### src/rtl/adc_capture_mc.sv
`default_nettype none
// ============================================================================
// Module   : adc_capture_mc
// Purpose  : Multi-channel ADC frame capture. Each adc_valid beat captures
//            NUM_CH samples, optionally converting them from offset binary
//            to two's complement. Frames are buffered in a frame FIFO and
//            serialised onto a 32-bit valid/ready stream, one channel per
//            beat. The block also keeps per-channel overflow counters,
//            sticky flags and a saturating count of dropped frames.
// Ports    : clk_adc         - sole clock, rising edge
//            rst             - asynchronous active-high reset
//            adc_data        - NUM_CH packed samples, ch c at [c*W +: W]
//            adc_valid       - frame strobe
//            adc_ovr         - per-channel over-range, qualified by adc_valid
//            fmt_twos        - 1: two's complement, 0: offset-binary passthru
//            ovr_clear       - clears overflow counters and sticky flags
//            out_data        - sign/zero extended sample
//            out_chan        - channel index of out_data
//            out_ovr         - over-range bit captured with this sample
//            out_last        - high on the last channel of a frame
//            out_valid       - stream valid
//            out_ready       - stream ready
//            overflow_detect - any channel counter at or above OVR_THRESH
//            ovr_sticky      - per-channel sticky overflow
//            drop_count      - saturating count of frames dropped on full
//            fifo_full       - FIFO holds FIFO_DEPTH frames
// Revision : 1.0 - initial release
// ============================================================================
module adc_capture_mc #(
  parameter int ADC_WIDTH  = 10,
  parameter int NUM_CH     = 2,
  parameter int FIFO_DEPTH = 8,
  parameter int OVR_THRESH = 3,
  parameter int CH_W       = (NUM_CH > 1) ? $clog2(NUM_CH) : 1
) (
  input  logic                        clk_adc,
  input  logic                        rst,
  input  logic [NUM_CH*ADC_WIDTH-1:0] adc_data,
  input  logic                        adc_valid,
  input  logic [NUM_CH-1:0]           adc_ovr,
  input  logic                        fmt_twos,
  input  logic                        ovr_clear,
  output logic [31:0]                 out_data,
  output logic [CH_W-1:0]             out_chan,
  output logic                        out_ovr,
  output logic                        out_last,
  output logic                        out_valid,
  input  logic                        out_ready,
  output logic                        overflow_detect,
  output logic [NUM_CH-1:0]           ovr_sticky,
  output logic [15:0]                 drop_count,
  output logic                        fifo_full
);

  localparam int              AW        = (FIFO_DEPTH > 1) ? $clog2(FIFO_DEPTH) : 1;
  localparam int              FW        = NUM_CH * ADC_WIDTH;
  localparam logic [AW:0]     C_DEPTH   = (AW+1)'(FIFO_DEPTH);
  localparam logic [CH_W-1:0] C_LAST_CH = CH_W'(NUM_CH - 1);
  localparam logic [7:0]      C_THRESH  = 8'(OVR_THRESH);
  localparam logic [ADC_WIDTH-1:0] C_MSB = ADC_WIDTH'(1) << (ADC_WIDTH - 1);

  typedef enum logic [0:0] {
    S_IDLE = 1'b0,
    S_EMIT = 1'b1
  } state_t;

  // --------------------------------------------------------------------------
  // Capture-side conversion: inverting the MSB of an offset-binary code gives
  // the two's complement code of the same value.
  // --------------------------------------------------------------------------
  logic [FW-1:0] w_conv;
  logic [ADC_WIDTH-1:0] w_msb_flip;

  assign w_msb_flip = {ADC_WIDTH{fmt_twos}} & C_MSB;

  generate
    for (genvar g = 0; g < NUM_CH; g++) begin : g_conv
      assign w_conv[g*ADC_WIDTH +: ADC_WIDTH] =
        adc_data[g*ADC_WIDTH +: ADC_WIDTH] ^ w_msb_flip;
    end
  endgenerate

  // --------------------------------------------------------------------------
  // Frame FIFO
  // --------------------------------------------------------------------------
  logic [FW-1:0]     r_mem_data [FIFO_DEPTH];
  logic [NUM_CH-1:0] r_mem_ovr  [FIFO_DEPTH];
  logic              r_mem_fmt  [FIFO_DEPTH];
  logic [AW-1:0]     r_wr_ptr;
  logic [AW-1:0]     r_rd_ptr;
  logic [AW:0]       r_count;
  logic [AW:0]       w_count_nxt;
  logic              r_full;
  logic              w_empty;
  logic              w_full_now;
  logic              w_push;
  logic              w_pop;
  logic              w_drop;

  assign w_empty    = (r_count == '0);
  assign w_full_now = (r_count == C_DEPTH);
  // A pop on the same edge frees the slot, so a full FIFO can still accept.
  assign w_push     = adc_valid & (~w_full_now | w_pop);
  assign w_drop     = adc_valid & w_full_now & ~w_pop;
  assign w_count_nxt = r_count + (AW+1)'(w_push) - (AW+1)'(w_pop);

  always_ff @(posedge clk_adc) begin
    if (w_push) begin
      r_mem_data[r_wr_ptr] <= w_conv;
      r_mem_ovr[r_wr_ptr]  <= adc_ovr;
      r_mem_fmt[r_wr_ptr]  <= fmt_twos;
    end
  end

  always_ff @(posedge clk_adc or posedge rst) begin
    if (rst) begin
      r_wr_ptr <= '0;
      r_rd_ptr <= '0;
      r_count  <= '0;
      r_full   <= 1'b0;
    end else begin
      if (w_push) r_wr_ptr <= r_wr_ptr + 1'b1;
      if (w_pop)  r_rd_ptr <= r_rd_ptr + 1'b1;
      r_count <= w_count_nxt;
      r_full  <= (w_count_nxt == C_DEPTH);
    end
  end

  assign fifo_full = r_full;

  // --------------------------------------------------------------------------
  // Serialiser FSM
  // --------------------------------------------------------------------------
  state_t          r_state;
  state_t          w_state_nxt;
  logic [CH_W-1:0] r_chan;
  logic [CH_W-1:0] w_chan_nxt;
  logic [FW-1:0]   r_frm_data;
  logic [NUM_CH-1:0] r_frm_ovr;
  logic            r_frm_fmt;

  always_ff @(posedge clk_adc or posedge rst) begin
    if (rst) begin
      r_state <= S_IDLE;
      r_chan  <= '0;
    end else begin
      r_state <= w_state_nxt;
      r_chan  <= w_chan_nxt;
    end
  end

  always_comb begin
    w_state_nxt = r_state;
    w_chan_nxt  = r_chan;
    w_pop       = 1'b0;
    case (r_state)
      S_IDLE: begin
        if (!w_empty) begin
          w_pop       = 1'b1;
          w_chan_nxt  = '0;
          w_state_nxt = S_EMIT;
        end
      end
      S_EMIT: begin
        if (out_ready) begin
          if (r_chan != C_LAST_CH) begin
            w_chan_nxt = r_chan + 1'b1;
          end else if (!w_empty) begin
            // Back-to-back frame: reload without an idle bubble.
            w_pop      = 1'b1;
            w_chan_nxt = '0;
          end else begin
            w_state_nxt = S_IDLE;
          end
        end
      end
      default: begin
        w_state_nxt = S_IDLE;
      end
    endcase
  end

  always_ff @(posedge clk_adc or posedge rst) begin
    if (rst) begin
      r_frm_data <= '0;
      r_frm_ovr  <= '0;
      r_frm_fmt  <= 1'b0;
    end else if (w_pop) begin
      r_frm_data <= r_mem_data[r_rd_ptr];
      r_frm_ovr  <= r_mem_ovr[r_rd_ptr];
      r_frm_fmt  <= r_mem_fmt[r_rd_ptr];
    end
  end

  // Channel select as an explicit mux so non-power-of-two NUM_CH never
  // indexes past the frame.
  logic [ADC_WIDTH-1:0] w_smp;
  logic                 w_smp_ovr;

  always_comb begin
    w_smp     = '0;
    w_smp_ovr = 1'b0;
    for (int c = 0; c < NUM_CH; c++) begin
      if (r_chan == CH_W'(c)) begin
        w_smp     = r_frm_data[c*ADC_WIDTH +: ADC_WIDTH];
        w_smp_ovr = r_frm_ovr[c];
      end
    end
  end

  always_comb begin
    if (r_frm_fmt) begin
      out_data = {{(32-ADC_WIDTH){w_smp[ADC_WIDTH-1]}}, w_smp};
    end else begin
      out_data = {{(32-ADC_WIDTH){1'b0}}, w_smp};
    end
  end

  assign out_valid = (r_state == S_EMIT);
  assign out_chan  = r_chan;
  assign out_ovr   = w_smp_ovr;
  // Gated with valid so a single-channel build still reads 0 in reset/idle.
  assign out_last  = out_valid & (r_chan == C_LAST_CH);

  // --------------------------------------------------------------------------
  // Overflow accounting
  // --------------------------------------------------------------------------
  logic [7:0]        r_ovr_cnt     [NUM_CH];
  logic [7:0]        w_ovr_cnt_nxt [NUM_CH];
  logic [NUM_CH-1:0] r_ovr_sticky;
  logic [NUM_CH-1:0] w_sticky_nxt;
  logic              r_ovr_detect;
  logic              w_detect_nxt;

  always_comb begin
    w_sticky_nxt = r_ovr_sticky;
    w_detect_nxt = 1'b0;
    for (int c = 0; c < NUM_CH; c++) begin
      w_ovr_cnt_nxt[c] = r_ovr_cnt[c];
      // Clear takes priority over an overflow on the same edge.
      if (ovr_clear) begin
        w_ovr_cnt_nxt[c] = 8'd0;
        w_sticky_nxt[c]  = 1'b0;
      end else if (adc_valid && adc_ovr[c]) begin
        if (r_ovr_cnt[c] != 8'hFF) w_ovr_cnt_nxt[c] = r_ovr_cnt[c] + 8'd1;
        w_sticky_nxt[c] = 1'b1;
      end
      if (w_ovr_cnt_nxt[c] >= C_THRESH) w_detect_nxt = 1'b1;
    end
  end

  always_ff @(posedge clk_adc or posedge rst) begin
    if (rst) begin
      for (int c = 0; c < NUM_CH; c++) r_ovr_cnt[c] <= 8'd0;
      r_ovr_sticky <= '0;
      r_ovr_detect <= 1'b0;
    end else begin
      for (int c = 0; c < NUM_CH; c++) r_ovr_cnt[c] <= w_ovr_cnt_nxt[c];
      r_ovr_sticky <= w_sticky_nxt;
      r_ovr_detect <= w_detect_nxt;
    end
  end

  assign ovr_sticky      = r_ovr_sticky;
  assign overflow_detect = r_ovr_detect;

  // --------------------------------------------------------------------------
  // Drop accounting (not affected by ovr_clear)
  // --------------------------------------------------------------------------
  logic [15:0] r_drop_cnt;

  always_ff @(posedge clk_adc or posedge rst) begin
    if (rst) begin
      r_drop_cnt <= 16'd0;
    end else if (w_drop && (r_drop_cnt != 16'hFFFF)) begin
      r_drop_cnt <= r_drop_cnt + 16'd1;
    end
  end

  assign drop_count = r_drop_cnt;

endmodule
`default_nettype wire

### config.mk
export PLATFORM = sky130hd
export DESIGN_NAME = adc_capture_mc
export DESIGN_NICKNAME = d
export VERILOG_FILES = /design/src/rtl/adc_capture_mc.sv
export SDC_FILE = /design/constraint.sdc
export NUM_CORES = 1
export LEC_CHECK = 0
export CORE_ASPECT_RATIO = 1.2
export CORE_MARGIN = 1.5
export CORE_UTILIZATION = 58
export DETAILED_ROUTE_END_ITERATION = 10
export PLACE_DENSITY = 0.8
export SLEW_MARGIN = 20
export SYNTH_ARGS = -nofsm -noshare
export SYNTH_HDL_FRONTEND = slang
export SYNTH_SLANG_ARGS = --single-unit
### constraint.sdc
create_clock -name clk_adc -period 8.3 [get_ports clk_adc]
set_input_delay 1.245 -clock clk_adc [delete_from_list [all_inputs] [get_ports clk_adc]]
set_output_delay 1.245 -clock clk_adc [all_outputs]
set_load 0.02 [all_outputs]
==> results.py, run 1 <==
metrics = {
    "floorplan": {
        "die_area_sq_um": 18800,
        "die_x_microns": 125,
        "die_y_microns": 150,
        "ios": 84,
        "core_sq_um": 17600,
        "initial_utilization": 0.592,
        "rows": 53,
    },
    "global_route": {
        "grt_pass1_wl_mm": 33.4,
        "grt_max_degree": 72,
        "grt_use_total": 0.234,
        "grt_pass1_vias": 5874,
        "antenna_found_initial": 0,
        "grt_overflow": 0,
    },
    "timing": {
        "whs_ns": 0.497,
        "relSlewSlack": 0.378,
        "finalClockSkew_ns": 0.00998,
        "hold_violations": 0,
        "tns_ns": 0,
        "rsz0062_at_grt": "no",
        "tightest_slew_ns": 0.934,
        "fin_crit_ns": 4.07,
        "setup_viol": 0,
        "drv_slew": 0,
        "period_share": 0.491,
        "max_clock_freq_ghz": 0.245,
    },
    "final_layout": {
        "n_fill_cell": 1076,
        "drive_gt1_frac": 0.183,
        "fin_nets": 725,
        "diodes": 0,
        "area_growth_pct": 16.5,
        "finalNonFillerCells": 923,
        "multi_input_area_sq_um": 2860,
        "seqCellArea_sq_um": 7310,
    },
    "clocking": {
        "cts_resized": 0,
        "clock-sinks": 255,
        "clk_latency_ns": 0.51,
        "path_clk_slew_ns": 0.06,
        "cts_buffer_depth": 3,
        "clockRootBuffer": "clkbuf_16",
        "numCtsBuffers": 23,
        "h-tree-depth": 1,
        "cts_tree": "done",
        "cts_hold_buf": 0,
        "post_cts_buffers": 0,
    },
    "synth": {
        "synth.most_common_cell": "edfxtp_1",
        "synth.distinct_cells": 53,
        "syn_nets": 649,
        "ys_warn_count": 0,
        "syn_area_per_cell_sq_um": 17.1,
        "synth_edf_count": 184,
        "yosysTopAreaCellShare": 0.531,
        "yosysTopAreaCell": "edfxtp_1",
        "netlist_instances": 610,
        "ys_seq_elements": 255,
        "synthArstFlopShare": 0.278,
        "yosys-top-cells-count": "184 x edfxtp_1, 71 x dfrtp_1, 46 x mux4_2, 44 x nor2_1, 35 x a21oi_1",
        "ys_seq_area_frac": 0.702,
        "synthFlopType": "edfxtp_1",
        "synth.area.top_cells": "edfxtp_1 53%, dfrtp_1 17%, mux4_2 10%",
        "synth_area_sq_um": 10400,
    },
    "drt": {
        "drt_iter0_drc": 501,
        "via_per_inst": 6.06,
        "drt_first_pass_iters": 5,
        "drc_errors": 0,
        "avgRoutedWirePerCell_microns": 22.6,
        "vias": 5594,
        "ant_nets": 0,
        "finalWirelength_mm": 20.9,
    },
    "critical_path": {
        "cpPeakStageDelay_ns": 0.82,
        "endpoint_kind": "output pin",
        "cp_slowest_cell": "dfrtp_1",
        "cp.arrival_ns": 2.83,
        "path_max_fanout": 22,
        "required_ns": 7.05,
        "rr_worst_depth": 9,
        "start_kind": "register",
        "crit_chain": "mux2_2 -> and2_1 -> clkdlybuf4s50_1",
        "cpLargestDelayFamily": "flip-flops",
        "crit_cells": 3,
        "critPathBufInv": 1,
        "critical_path_class": "register to output pin",
    },
    "run": {
        "cap_violations": 0,
    },
    "hold_path": {
        "hp-class": "register to register",
        "hold_depth": 1,
    },
    "status": {
        "status": "finished, final reports clean",
    },
    "power": {
        "peakVddDrop_mv": 0.196,
        "p_per_area_nw_per_um2": 343,
        "leakage_nw": 4.33,
    },
    "placed_design": {
        "place_congestion": 0.749,
        "dp_hpwl_mm": 12.6,
        "dpl.cell_count": 881,
        "io_buffers": 83,
    },
}
==> registers in the layout (all words and copies together), names as in the netlist, 4 cells and up <==
register and count:
r_frm_data 20, r_count 4, r_ovr_cnt 16, r_mem_data 160
r_mem_ovr 16, drop_count 16, r_mem_fmt 8
==> metal layers <==
layer	global-route usage	vias up	wire (microns)
li1	-	2470	-
met1	0.312	2910	8510
met2	0.412	191	11000
met3	0.0325	23	1010
met4	0.0631	0	323
met5	0	-	0
==> power by group <==
part | leakage [nW] | switching [mW] | internal [mW]
Sequential | 2.55 | 0.153 | 1.60
Combinational | 1.41 | 0.709 | 0.662
Clock | 0.370 | 0.435 | 0.595
Total | 4.33 | 1.30 | 2.86
==> placed cells by master, fill, tap and decap left out, types with 2 or more instances in the layout <==
master	instances
mux2_2	13
nand2_1	20
mux2i_1	26
clkbuf_1	4
xor2_1	10
or2_2	2
a311oi_1	2
nor2b_1	3
edfxtp_1	184
clkbuf_16	23
mux4_2	46
ha_1	10
nand2b_1	4
a211oi_1	3
and3_1	9
buf_4	12
inv_1	5
nor4_2	2
nand3_1	15
nor3_1	4
clkdlybuf4s50_1	83
dfrtp_1	69
nor2_2	6
clkinv_1	3
o21ai_0	4
nand4_1	5
nor2_1	38
a21oi_1	34
and2_1	5
xnor2_1	15
clkbuf_8	6
and4_1	3
nor3_2	3
clkinv_2	4
==> final timing paths <==
path / start / endpoint / slack, ns
worst max-delay path: out_chan$_DFFE_PP0P_ / out_data[20] / 4.23
worst min-delay path: drop_count[12]$_DFFE_PP0P_ / drop_count[12]$_DFFE_PP0P_ / 0.50
worst max register to register: out_chan$_DFFE_PP0P_ / fifo_full$_DFF_PP0_ / 5.13
worst min register to register: drop_count[12]$_DFFE_PP0P_ / drop_count[12]$_DFFE_PP0P_ / 0.50
max in group asynchronous: rst / r_rd_ptr[1]$_DFFE_PP0N_ / 6.26
min in group asynchronous: rst / r_ovr_cnt[5]$_DFF_PP0_ / 1.32
==> layout make-up <==
class,instances,share of cell area
tap,220,0.0227
sequential,255,0.603
clock inverter,9,0.00578
inverter,6,0.00186
timing repair buffer,95,0.0759
clock buffer,33,0.0555
multi-input combinational,305,0.236
==> per-stage QoR <==
stage / cell area [sq um] / setup WS (ns) / util / power [mW]
after floorplan: 10400 / 4.12 / - / 2.73
after global placement: 11400 / 4.45 / 0.648 / 3.11
after detailed placement: 11400 / 4.30 / 0.648 / 3.15
after CTS: 12100 / 4.16 / 0.690 / 4.20
after global routing: 12100 / 4.04 / 0.690 / 4.35
final: 12100 / 4.23 / 0.690 / 4.15
==> worst reg2reg max path: stages, from the launching register on <==
cell and delay (ns):
dfrtp_1 0.82, a21boi_1 0.27, a21oi_4 0.16, buf_4 0.46, nand2b_1 0.21, ha_1 0.32, a21o_1 0.18, a21oi_1 0.19
xor2_1 0.20, nor4b_1 0.26
==> cell families (layout without fill, tap and decap cells) <==
logic type	after synthesis	count (layout)	share of synthesized area
flops	255	255	0.702
simple gates	129	129	0.0651
mux	86	86	0.140
compound gates	54	54	0.0310
buf+inv	50	143	0.0271
xor+xnor	25	25	0.0210
fa+ha+maj	11	11	0.0139
Note: power is estimated with default switching activity, not from simulation.
==> inputs of run 2 (changes only) <==
CORE_UTILIZATION = 52   (was 58)
PLACE_DENSITY = 0.75   (was 0.8)
clock period = 3.7 ns   (was 8.3 ns; I/O delays follow)
==> run 2 against run 1 <==
Effect of this change:
- combinational power increased by 130%
- via count about the same
- die area increased by 11%
- non-clock buffer count increased by 7
- register-to-register slack got worse by 4.4 ns
- design area increased by 2.0%
==> results.py, run 2 (same netlist as run 1, synthesis figures left out) <==
metrics = {
    "floorplan": {
        "die_area_sq_um": 20900,
        "ios": 84,
        "rows": 56,
        "initial_utilization": 0.532,
        "core_sq_um": 19500,
        "die_x_microns": 132,
        "die_y_microns": 158,
    },
    "global_route": {
        "grt_max_degree": 49,
        "grt_use_total": 0.204,
        "grt_overflow": 0,
        "grt_pass1_wl_mm": 32.4,
        "antenna_found_initial": 0,
        "grt_pass1_vias": 5900,
    },
    "clocking": {
        "cts_tree": "done",
        "clk_latency_ns": 0.52,
        "path_clk_slew_ns": 0.06,
        "cts_resized": 0,
        "clockRootBuffer": "clkbuf_16",
        "h-tree-depth": 1,
        "clock-sinks": 255,
        "post_cts_buffers": 0,
        "numCtsBuffers": 26,
        "cts_buffer_depth": 3,
        "cts_hold_buf": 0,
    },
    "hold_path": {
        "hp-class": "input port to asynchronous set/reset pin",
    },
    "critical_path": {
        "cp.arrival_ns": 2.86,
        "path_max_fanout": 22,
        "critical_path_class": "register to output pin",
        "start_kind": "register",
        "required_ns": 3.14,
        "crit_chain": "mux2_2 -> and2_1 -> clkdlybuf4s50_1",
        "cpPeakStageDelay_ns": 0.77,
        "critPathBufInv": 1,
        "cp_slowest_cell": "dfrtp_1",
        "cpLargestDelayFamily": "flip-flops",
        "endpoint_kind": "output pin",
    },
    "power": {
        "peakVddDrop_mv": 0.605,
        "p_per_area_nw_per_um2": 785,
        "power_mw": 9.71,
        "leakage_nw": 4.43,
    },
    "final_layout": {
        "multi_input_area_sq_um": 2860,
        "seqCellArea_sq_um": 7310,
        "fin_nets": 735,
        "n_fill_cell": 1309,
        "mostFrequentLayoutCell": "edfxtp_1",
        "drive_gt1_frac": 0.194,
        "regMostFlops": "r_mem_data",
        "layout_common_cells": "184 x edfxtp_1, 83 x clkdlybuf4s50_1, 69 x dfrtp_1",
        "top_regs": "r_mem_data (160), r_frm_data (20)",
        "area_growth_pct": 18.9,
        "diodes": 0,
        "largest_reg_flops": 160,
        "final_util": 0.633,
    },
    "placed_design": {
        "place_congestion": 0.834,
        "io_buffers": 83,
        "dp_hpwl_mm": 13.3,
    },
    "timing": {
        "tightest_slew_ns": 0.746,
        "setup_viol": 0,
        "finalClockSkew_ns": 0.00562,
        "max_clock_freq_ghz": 0.293,
        "rsz0062_at_grt": "no",
        "relSlewSlack": 0.502,
        "fin_crit_ns": 3.41,
        "period_share": 0.922,
        "drv_slew": 0,
        "hold_violations": 0,
        "tns_ns": 0,
    },
    "drt": {
        "drc_errors": 0,
        "via_per_inst": 5.73,
        "drt_first_pass_iters": 4,
        "avgRoutedWirePerCell_microns": 21.0,
        "vias": 5596,
        "ant_nets": 0,
        "drt_iter0_drc": 424,
        "finalWirelength_mm": 20.5,
    },
    "run": {
        "cap_violations": 0,
    },
    "status": {
        "status": "finished, final reports clean",
    },
}
run 2: changes by cell type in the layout (fill, tap and decap cells not counted), sizes merged:
cell      delta
inv          -1
clkbuf       -1
clkinv       +3
buf          +7
clkinvlp     +1
bufinv       +3
run 2: final cells by class:
type / instances / share of cell area
multi-input combinational: 305 / 0.231
clock buffer: 32 / 0.0561
timing repair buffer: 102 / 0.0797
inverter: 6 / 0.00182
tap: 261 / 0.0264
clock inverter: 15 / 0.0143
sequential: 255 / 0.591
run 2: report_power, final:
group          leakage [nW]  total (mW)  switching (mW)  internal (mW)
sequential             2.55        3.96           0.373           3.59
combinational          1.45        3.11            1.60           1.52
clock                 0.425        2.63            1.03           1.61
total                  4.43        9.71            2.99           6.71
run 2: final timing paths:
path / startpoint / end / slack [ns] / cells after the start
setup / recovery: out_chan$_DFFE_PP0P_ / out_data[15] / 0.29 / 3
hold / removal: rst / drop_count[9]$_DFFE_PP0P_ / 0.46 / 2
setup reg to reg: out_chan$_DFFE_PP0P_ / fifo_full$_DFF_PP0_ / 0.74 / 8
hold reg to reg: drop_count[7]$_DFFE_PP0P_ / drop_count[7]$_DFFE_PP0P_ / 0.49 / 1
max in group asynchronous: rst / r_ovr_cnt[15]$_DFF_PP0_ / 2.47 / 3
min in group clk_adc: drop_count[7]$_DFFE_PP0P_ / drop_count[7]$_DFFE_PP0P_ / 0.49 / 1
run 2: metrics by stage:
stage	cells	setup slack, ns	instance area, sq um	hold slack, ns
global placement	929	0.709	11500	0.474
floorplan	610	0.189	10400	0.484
finish	976	0.288	12400	0.459
CTS	976	0.245	12400	0.463
detailed placement	929	0.580	11500	0.483
global route	976	0.107	12400	0.508
run 2: worst register-to-register path, stage by stage (launching register included):
cell and delay (ns):
dfrtp_1 0.77, a21boi_1 0.27, a21oi_4 0.45, nand2b_1 0.21
ha_1 0.33, a21o_1 0.18, a21oi_1 0.18, xor2_1 0.19
nor4b_1 0.28
run 2: metal layers:
metal  vias to the layer above  share of wire  track usage
met4                         0          0.034       0.0873
met1                      2846           0.39        0.251
li1                       2495              -            -
met5                         -              0            0
met3                        45          0.058       0.0320
met2                       210           0.52        0.361
